File: config.mk
export PLATFORM = sky130hd
export DESIGN_NAME = uart_rx_writer
export DESIGN_NICKNAME = d
export VERILOG_FILES = /design/src/rtl/uart_rx_writer.sv
export SDC_FILE = /design/constraint.sdc
export NUM_CORES = 1
export LEC_CHECK = 0
export ABC_AREA = 1
export CORE_MARGIN = 2
export CORE_UTILIZATION = 30
export CTS_CLUSTER_SIZE = 24
export DETAILED_ROUTE_END_ITERATION = 7
export GPL_TIMING_DRIVEN = 0
export SYNTH_ARGS = -nofsm -noshare
export SYNTH_HDL_FRONTEND = slang
export SYNTH_SLANG_ARGS = --single-unit
File: constraint.sdc
create_clock -name clk_w -period 4.6 [get_ports clk_w]
set_clock_uncertainty 0.15 [all_clocks]
set_input_delay 1.38 -clock clk_w [delete_from_list [all_inputs] [get_ports clk_w]]
set_output_delay 1.38 -clock clk_w [all_outputs]
set_load 0.01 [all_outputs]
File: src/rtl/uart_rx_writer.sv
// uart_rx_writer
//   Receives 8N1 serial frames (8E1 when UART_RX_PARITY_EN is defined) and
//   pushes each good byte into a downstream FIFO with a one-cycle write strobe.
//
// Optional feature macro: UART_RX_PARITY_EN
//   defined   -> PARITY state and even-parity checking, 11-bit frames
//   undefined -> 10-bit frames, parity_err tied to 0
//
// Ports
//   clk_w      in   write-side clock (shared with FIFO write port)
//   rst        in   asynchronous active-high reset
//   rx         in   asynchronous serial line, idle high, LSB first
//   fifo_full  in   downstream FIFO full flag
//   clr_err    in   synchronous clear of the sticky error flags
//   wr_en      out  single-cycle FIFO write strobe
//   buff_in    out  received byte, valid while wr_en=1, holds last written byte
//   busy       out  high whenever the FSM is not IDLE
//   frame_err  out  sticky: stop bit sampled 0
//   overrun    out  sticky: good byte dropped because fifo_full=1
//   parity_err out  sticky: parity mismatch
module uart_rx_writer #(
    parameter int CLKS_PER_BIT = 16
) (
    input  logic       clk_w,
    input  logic       rst,
    input  logic       rx,
    input  logic       fifo_full,
    input  logic       clr_err,
    output logic       wr_en,
    output logic [7:0] buff_in,
    output logic       busy,
    output logic       frame_err,
    output logic       overrun,
    output logic       parity_err
);

    localparam int CW = $clog2(CLKS_PER_BIT);
    localparam logic [CW-1:0] HALF_M1 = CW'(CLKS_PER_BIT / 2 - 1);
    localparam logic [CW-1:0] FULL_M1 = CW'(CLKS_PER_BIT - 1);

    typedef enum logic [2:0] {
        IDLE,
        START,
        DATA,
        PARITY,
        STOP,
        WRITE
    } state_t;

    state_t          state_q, state_d;
    logic            rx_meta_q, rx_s_q, rx_prev_q;
    logic [CW-1:0]   cnt_q, cnt_d;
    logic [2:0]      bit_q, bit_d;
    logic [7:0]      shift_q, shift_d;
    logic [7:0]      buff_q, buff_d;
    logic            frame_err_q, frame_err_d;
    logic            overrun_q, overrun_d;
    logic            wr_en_c;
`ifdef UART_RX_PARITY_EN
    logic            par_bad_q, par_bad_d;
    logic            parity_err_q, parity_err_d;
`endif

    // Synchronizer plus one extra stage for falling-edge detection; all
    // reset high so a line idling high never looks like a start edge.
    always_ff @(posedge clk_w or posedge rst) begin
        if (rst) begin
            rx_meta_q <= 1'b1;
            rx_s_q    <= 1'b1;
            rx_prev_q <= 1'b1;
        end else begin
            rx_meta_q <= rx;
            rx_s_q    <= rx_meta_q;
            rx_prev_q <= rx_s_q;
        end
    end

    always_ff @(posedge clk_w or posedge rst) begin
        if (rst) begin
            state_q      <= IDLE;
            cnt_q        <= '0;
            bit_q        <= '0;
            shift_q      <= '0;
            buff_q       <= '0;
            frame_err_q  <= 1'b0;
            overrun_q    <= 1'b0;
`ifdef UART_RX_PARITY_EN
            par_bad_q    <= 1'b0;
            parity_err_q <= 1'b0;
`endif
        end else begin
            state_q      <= state_d;
            cnt_q        <= cnt_d;
            bit_q        <= bit_d;
            shift_q      <= shift_d;
            buff_q       <= buff_d;
            frame_err_q  <= frame_err_d;
            overrun_q    <= overrun_d;
`ifdef UART_RX_PARITY_EN
            par_bad_q    <= par_bad_d;
            parity_err_q <= parity_err_d;
`endif
        end
    end

    always_comb begin
        state_d     = state_q;
        cnt_d       = cnt_q;
        bit_d       = bit_q;
        shift_d     = shift_q;
        buff_d      = buff_q;
        wr_en_c     = 1'b0;
        // Clear first so a set event later in this block takes priority.
        frame_err_d = clr_err ? 1'b0 : frame_err_q;
        overrun_d   = clr_err ? 1'b0 : overrun_q;
`ifdef UART_RX_PARITY_EN
        par_bad_d    = par_bad_q;
        parity_err_d = clr_err ? 1'b0 : parity_err_q;
`endif

        case (state_q)
            IDLE: begin
                cnt_d = '0;
                if (rx_prev_q && !rx_s_q) begin
                    state_d = START;
                    bit_d   = '0;
`ifdef UART_RX_PARITY_EN
                    par_bad_d = 1'b0;
`endif
                end
            end

            START: begin
                if (cnt_q == HALF_M1) begin
                    cnt_d   = '0;
                    state_d = rx_s_q ? IDLE : DATA;
                end else begin
                    cnt_d = cnt_q + 1'b1;
                end
            end

            DATA: begin
                if (cnt_q == FULL_M1) begin
                    cnt_d          = '0;
                    shift_d[bit_q] = rx_s_q;
                    bit_d          = bit_q + 1'b1;
                    if (bit_q == 3'd7) begin
`ifdef UART_RX_PARITY_EN
                        state_d = PARITY;
`else
                        state_d = STOP;
`endif
                    end
                end else begin
                    cnt_d = cnt_q + 1'b1;
                end
            end

`ifdef UART_RX_PARITY_EN
            PARITY: begin
                if (cnt_q == FULL_M1) begin
                    cnt_d     = '0;
                    par_bad_d = (^shift_q) != rx_s_q;
                    state_d   = STOP;
                end else begin
                    cnt_d = cnt_q + 1'b1;
                end
            end
`endif

            STOP: begin
                if (cnt_q == FULL_M1) begin
                    cnt_d = '0;
                    if (!rx_s_q) begin
                        frame_err_d = 1'b1;
                        state_d     = IDLE;
`ifdef UART_RX_PARITY_EN
                    end else if (par_bad_q) begin
                        parity_err_d = 1'b1;
                        state_d      = IDLE;
`endif
                    end else begin
                        state_d = WRITE;
                    end
                end else begin
                    cnt_d = cnt_q + 1'b1;
                end
            end

            WRITE: begin
                state_d = IDLE;
                if (fifo_full) begin
                    overrun_d = 1'b1;
                end else begin
                    wr_en_c = 1'b1;
                    buff_d  = shift_q;
                end
            end

            default: state_d = IDLE;
        endcase
    end

    // Byte is presented combinationally in the WRITE cycle and then latched,
    // so buff_in is valid with the strobe and holds the last written byte.
    assign wr_en     = wr_en_c;
    assign buff_in   = wr_en_c ? shift_q : buff_q;
    assign busy      = (state_q != IDLE);
    assign frame_err = frame_err_q;
    assign overrun   = overrun_q;
`ifdef UART_RX_PARITY_EN
    assign parity_err = parity_err_q;
`else
    assign parity_err = 1'b0;
`endif

endmodule
==> qor.csv <==
stage,metric,value,unit
status,status,"finished, final reports clean",
clock_tree,clk-insertion-delay-late,0.28,ns
cells_and_area,area_of_the_multi_input_gates,599,um2
critical_path,worst_setup_path_startpoint,fifo_full,
place,gp_routability_congestion,0.830,
logic_synthesis,synth_enable_flop_cells,0,
logic_synthesis,synth.avg_cell_area,8.43,um2
global_routing,grt_max_degree,32,
cells_and_area,insertedDiodeCount,0,
global_routing,antenna_violations_before_repair,0,
clock_tree,number_of_cts_inserted_buffers,5,
logic_synthesis,fraction_of_the_yosys_area_taken_by_sequential_cells,53.2,%
drt,drt_iter0_drc,51,
sta,achievable-frequency,230,MHz
clock_tree,ctsRootBufferMaster,clkbuf_8,
critical_path,crit_path_max_fanout,10,
drt,vias,1126,
power,leakage_component_of_the_power,0.876,nW
logic_synthesis,async_flop_share,100,%
cells_and_area,filler_cell_count,498,
logic_synthesis,complex_gate_fraction_of_the_synthesized_area,7.94,%
critical_path,critical_path.endpoint_type,output pin,
critical_path,rr_startpoint,rx_s_q,
cells_and_area,finish.utilization,38.9,%
logic_synthesis,synth_mux_area_share,0,%
sta,finalSetupViolations,0,
critical_path,timing.critical_path.required,3.07,ns
logic_synthesis,yosys_register_bits,31,
min_path,hold_path_start,rx_meta_q,
drt,drc,0,
sta,slew_headroom,21.6,%
logic_synthesis,synth_top_area_share,47.8,%
clock_tree,resized_gates_after_cts,0,
sta,fin_setup_tns,0,ns
sta,rsz0062_at_grt,no,
cells_and_area,area_added_between_synthesis_and_finish,25.2,%
critical_path,arrival,2.82,ns
sta,timing.final.hold_violations,0,
logic_synthesis,synthTopCellsByArea,"dfrtp_1 (48%), nand2_1 (16%), dfstp_2 (5.4%)",
logic_synthesis,synthesis.area,0.00147,mm2
logic_synthesis,post_synth_xor_area_fraction,0.597,%
die,floorplan.die_area,0.00546,mm2
min_path,hp-class,reg -> reg,
place,port_buffers,16,
power,intPower,0.600,mW
cells_and_area,final_net_count,206,
logic_synthesis,netlist-cell-type-count,23,
clock_tree,ctsHtreeMaxLevel,2,
critical_path,timing.setup.critical_path_class,in -> out,
power,netSwitchingFraction,34.4,%
global_routing,via_count_of_the_first_global_routing_pass,1077,
critical_path,start_kind,input port,
place,hpwlAfterDp,1980,um
logic_synthesis,main_combinational_cell_family_by_area_after_synthesis,simple AND/OR/NAND/NOR gates,
drt,number_of_vias_per_cell,4.23,
power,power.total,0.915,mW
global_routing,grt_use_total,11.5,%
die,starting_density_of_the_core,31.0,%
place,placed_area,0.00171,mm2
power,clock_share_of_power,29.9,%
die,chipHeight,73.9,um
run,max_cap_violations,0,
cells_and_area,final-seq-area,779,um2
sta,final_period_minus_worst_setup_slack,4.35,ns
logic_synthesis,synthSimpleGateAreaFrac,29.5,%
logic_synthesis,syn_inst,174,
logic_synthesis,synth_top_area_cell,dfrtp_1,
die,die_x,73.9,um
sta,worst_pin_slew,1.18,ns
drt,detail-route-antenna-nets,0,
power,comb_power_share,32.4,%
power,power.sequential.fraction,37.7,%
sta,finalCritPeriodShare,94.5,%
drt,wire_per_inst,10.0,um
clock_tree,clk_transition_reported_paths,0.06,ns
cells_and_area,post_route_cells_drive_above_1_share,17.6,%
drt,drt_pass1_iterations,4,
logic_synthesis,post_synth_fa_ha_maj_area_fraction,2.56,%
power,power.density_cell_area,498,mW/mm2
die,core-area,0.00472,mm2
logic_synthesis,yosys_warnings,0,
die,io_pins,18,
drt,final_wirelength,2660,um
sta,timing_max_transition_violations_final,0,
global_routing,gr-total-overflow,0,
power,vdd_ir_drop_max,0.358,mV
logic_synthesis,most_used_standard_cell_by_instance_count_after_synthesis,nand2_1,
global_routing,grt_first_pass_wirelength,4710,um
cells_and_area,fin_area,0.00184,mm2
logic_synthesis,synthTopCellsByCount,"nand2_1 (61), dfrtp_1 (28), inv_1 (13)",
clock_tree,tritoncts_clock_tree,done,
logic_synthesis,ys_flop_type,dfrtp_1,
clock_tree,cts-root-to-sink-buffers,2,
clock_tree,clock_sinks,31,
power,total_switching_power,0.315,mW
die,floorplan.rows,25,
logic_synthesis,mappedNetlistNets,182,
## power groups by stage
stage / clock network, mW / registers (mW) / logic, mW
after floorplan: 0 / 0.344 / 0.210
after global placement: 0 / 0.348 / 0.293
after detailed placement: 0 / 0.350 / 0.297
after CTS: 0.281 / 0.345 / 0.299
after global routing: 0.291 / 0.349 / 0.341
final: 0.273 / 0.345 / 0.297
## critical path: stages
cell	delay, ns
clkdlybuf4s50_1	0.53
nor2_4	0.05
inv_2	0.13
nand2_1	0.07
o21ai_1	0.10
clkdlybuf4s50_1	0.56
## metrics by stage
stage | setup slack [ns] | hold WS, ns | std cells
3_3_place_gp | 0.111 | 0.198 | 257
2_1_floorplan | 1.16 | 0.195 | 174
4_1_cts | 0.0939 | 0.208 | 265
6_report | 0.253 | 0.208 | 266
3_5_place_dp | 0.0939 | 0.199 | 257
5_1_grt | 0.140 | 0.215 | 266
## state kept, by name, indices dropped and copies added, names as in the netlist, 3 cells and up
name	cells
shift_q	8
state_q	3
buff_q	8
cnt_q	4
bit_q	3
## metal layers
metal  vias up  part of all wire (%)  GRT usage [%]
li1        595                     -              -
met1       505                    47           14.0
met2        20                    47           18.3
met3         6                   4.4           3.70
met4         0                   1.4           5.45
met5         -                     0              0
## area by class of cell
cell class / instances / share of cell area (%)
tap: 67 / 4.57
timing repair buffer: 17 / 9.13
multi-input combinational: 121 / 32.7
inverter: 20 / 4.09
clock buffer: 6 / 4.50
buffer: 2 / 0.682
sequential: 31 / 42.5
clock inverter: 2 / 1.91
## path summary, 6_finish.rpt
path,slack (ns),to,depth (start not counted)
max,0.25,buff_in[2],6
min,0.21,rx_s_q,0
max reg2reg,3.06,bit_q[2],7
min reg2reg,0.21,rx_s_q,0
max in group asynchronous,2.03,cnt_q[3],2
min in group asynchronous,1.57,buff_q[3],2
## placed cells by master (no fill, tap or decap), drive strengths merged, types with 3 or more instances in the layout
| master | count |
|---|---|
| nor2 | 17 |
| clkdlybuf4s50 | 16 |
| inv | 20 |
| nand4 | 3 |
| o21ai | 13 |
| nand3 | 9 |
| nand2 | 65 |
| dfstp | 3 |
| o31ai | 3 |
| ha | 3 |
| buf | 3 |
| a21oi | 5 |
| dfrtp | 28 |
| clkbuf | 6 |
## what timing repair did
action / CTS / global route
hold buffers: 0 / 0
buffers inserted: 0 / 1
hold endpoints to repair: 0 / 0
setup endpoints to repair: 0 / 2
## logic make-up (layout without fill, tap and decap cells)
family	count (synthesis)	after routing
other	1	1
AOI/OAI and AO/OA	21	21
adders and majority gates	3	3
xor gates and xnor gates	1	1
and+or+nand+nor	95	95
buffers and inverters	22	47
DFF	31	31
Note: power is estimated with default switching activity, not from simulation.
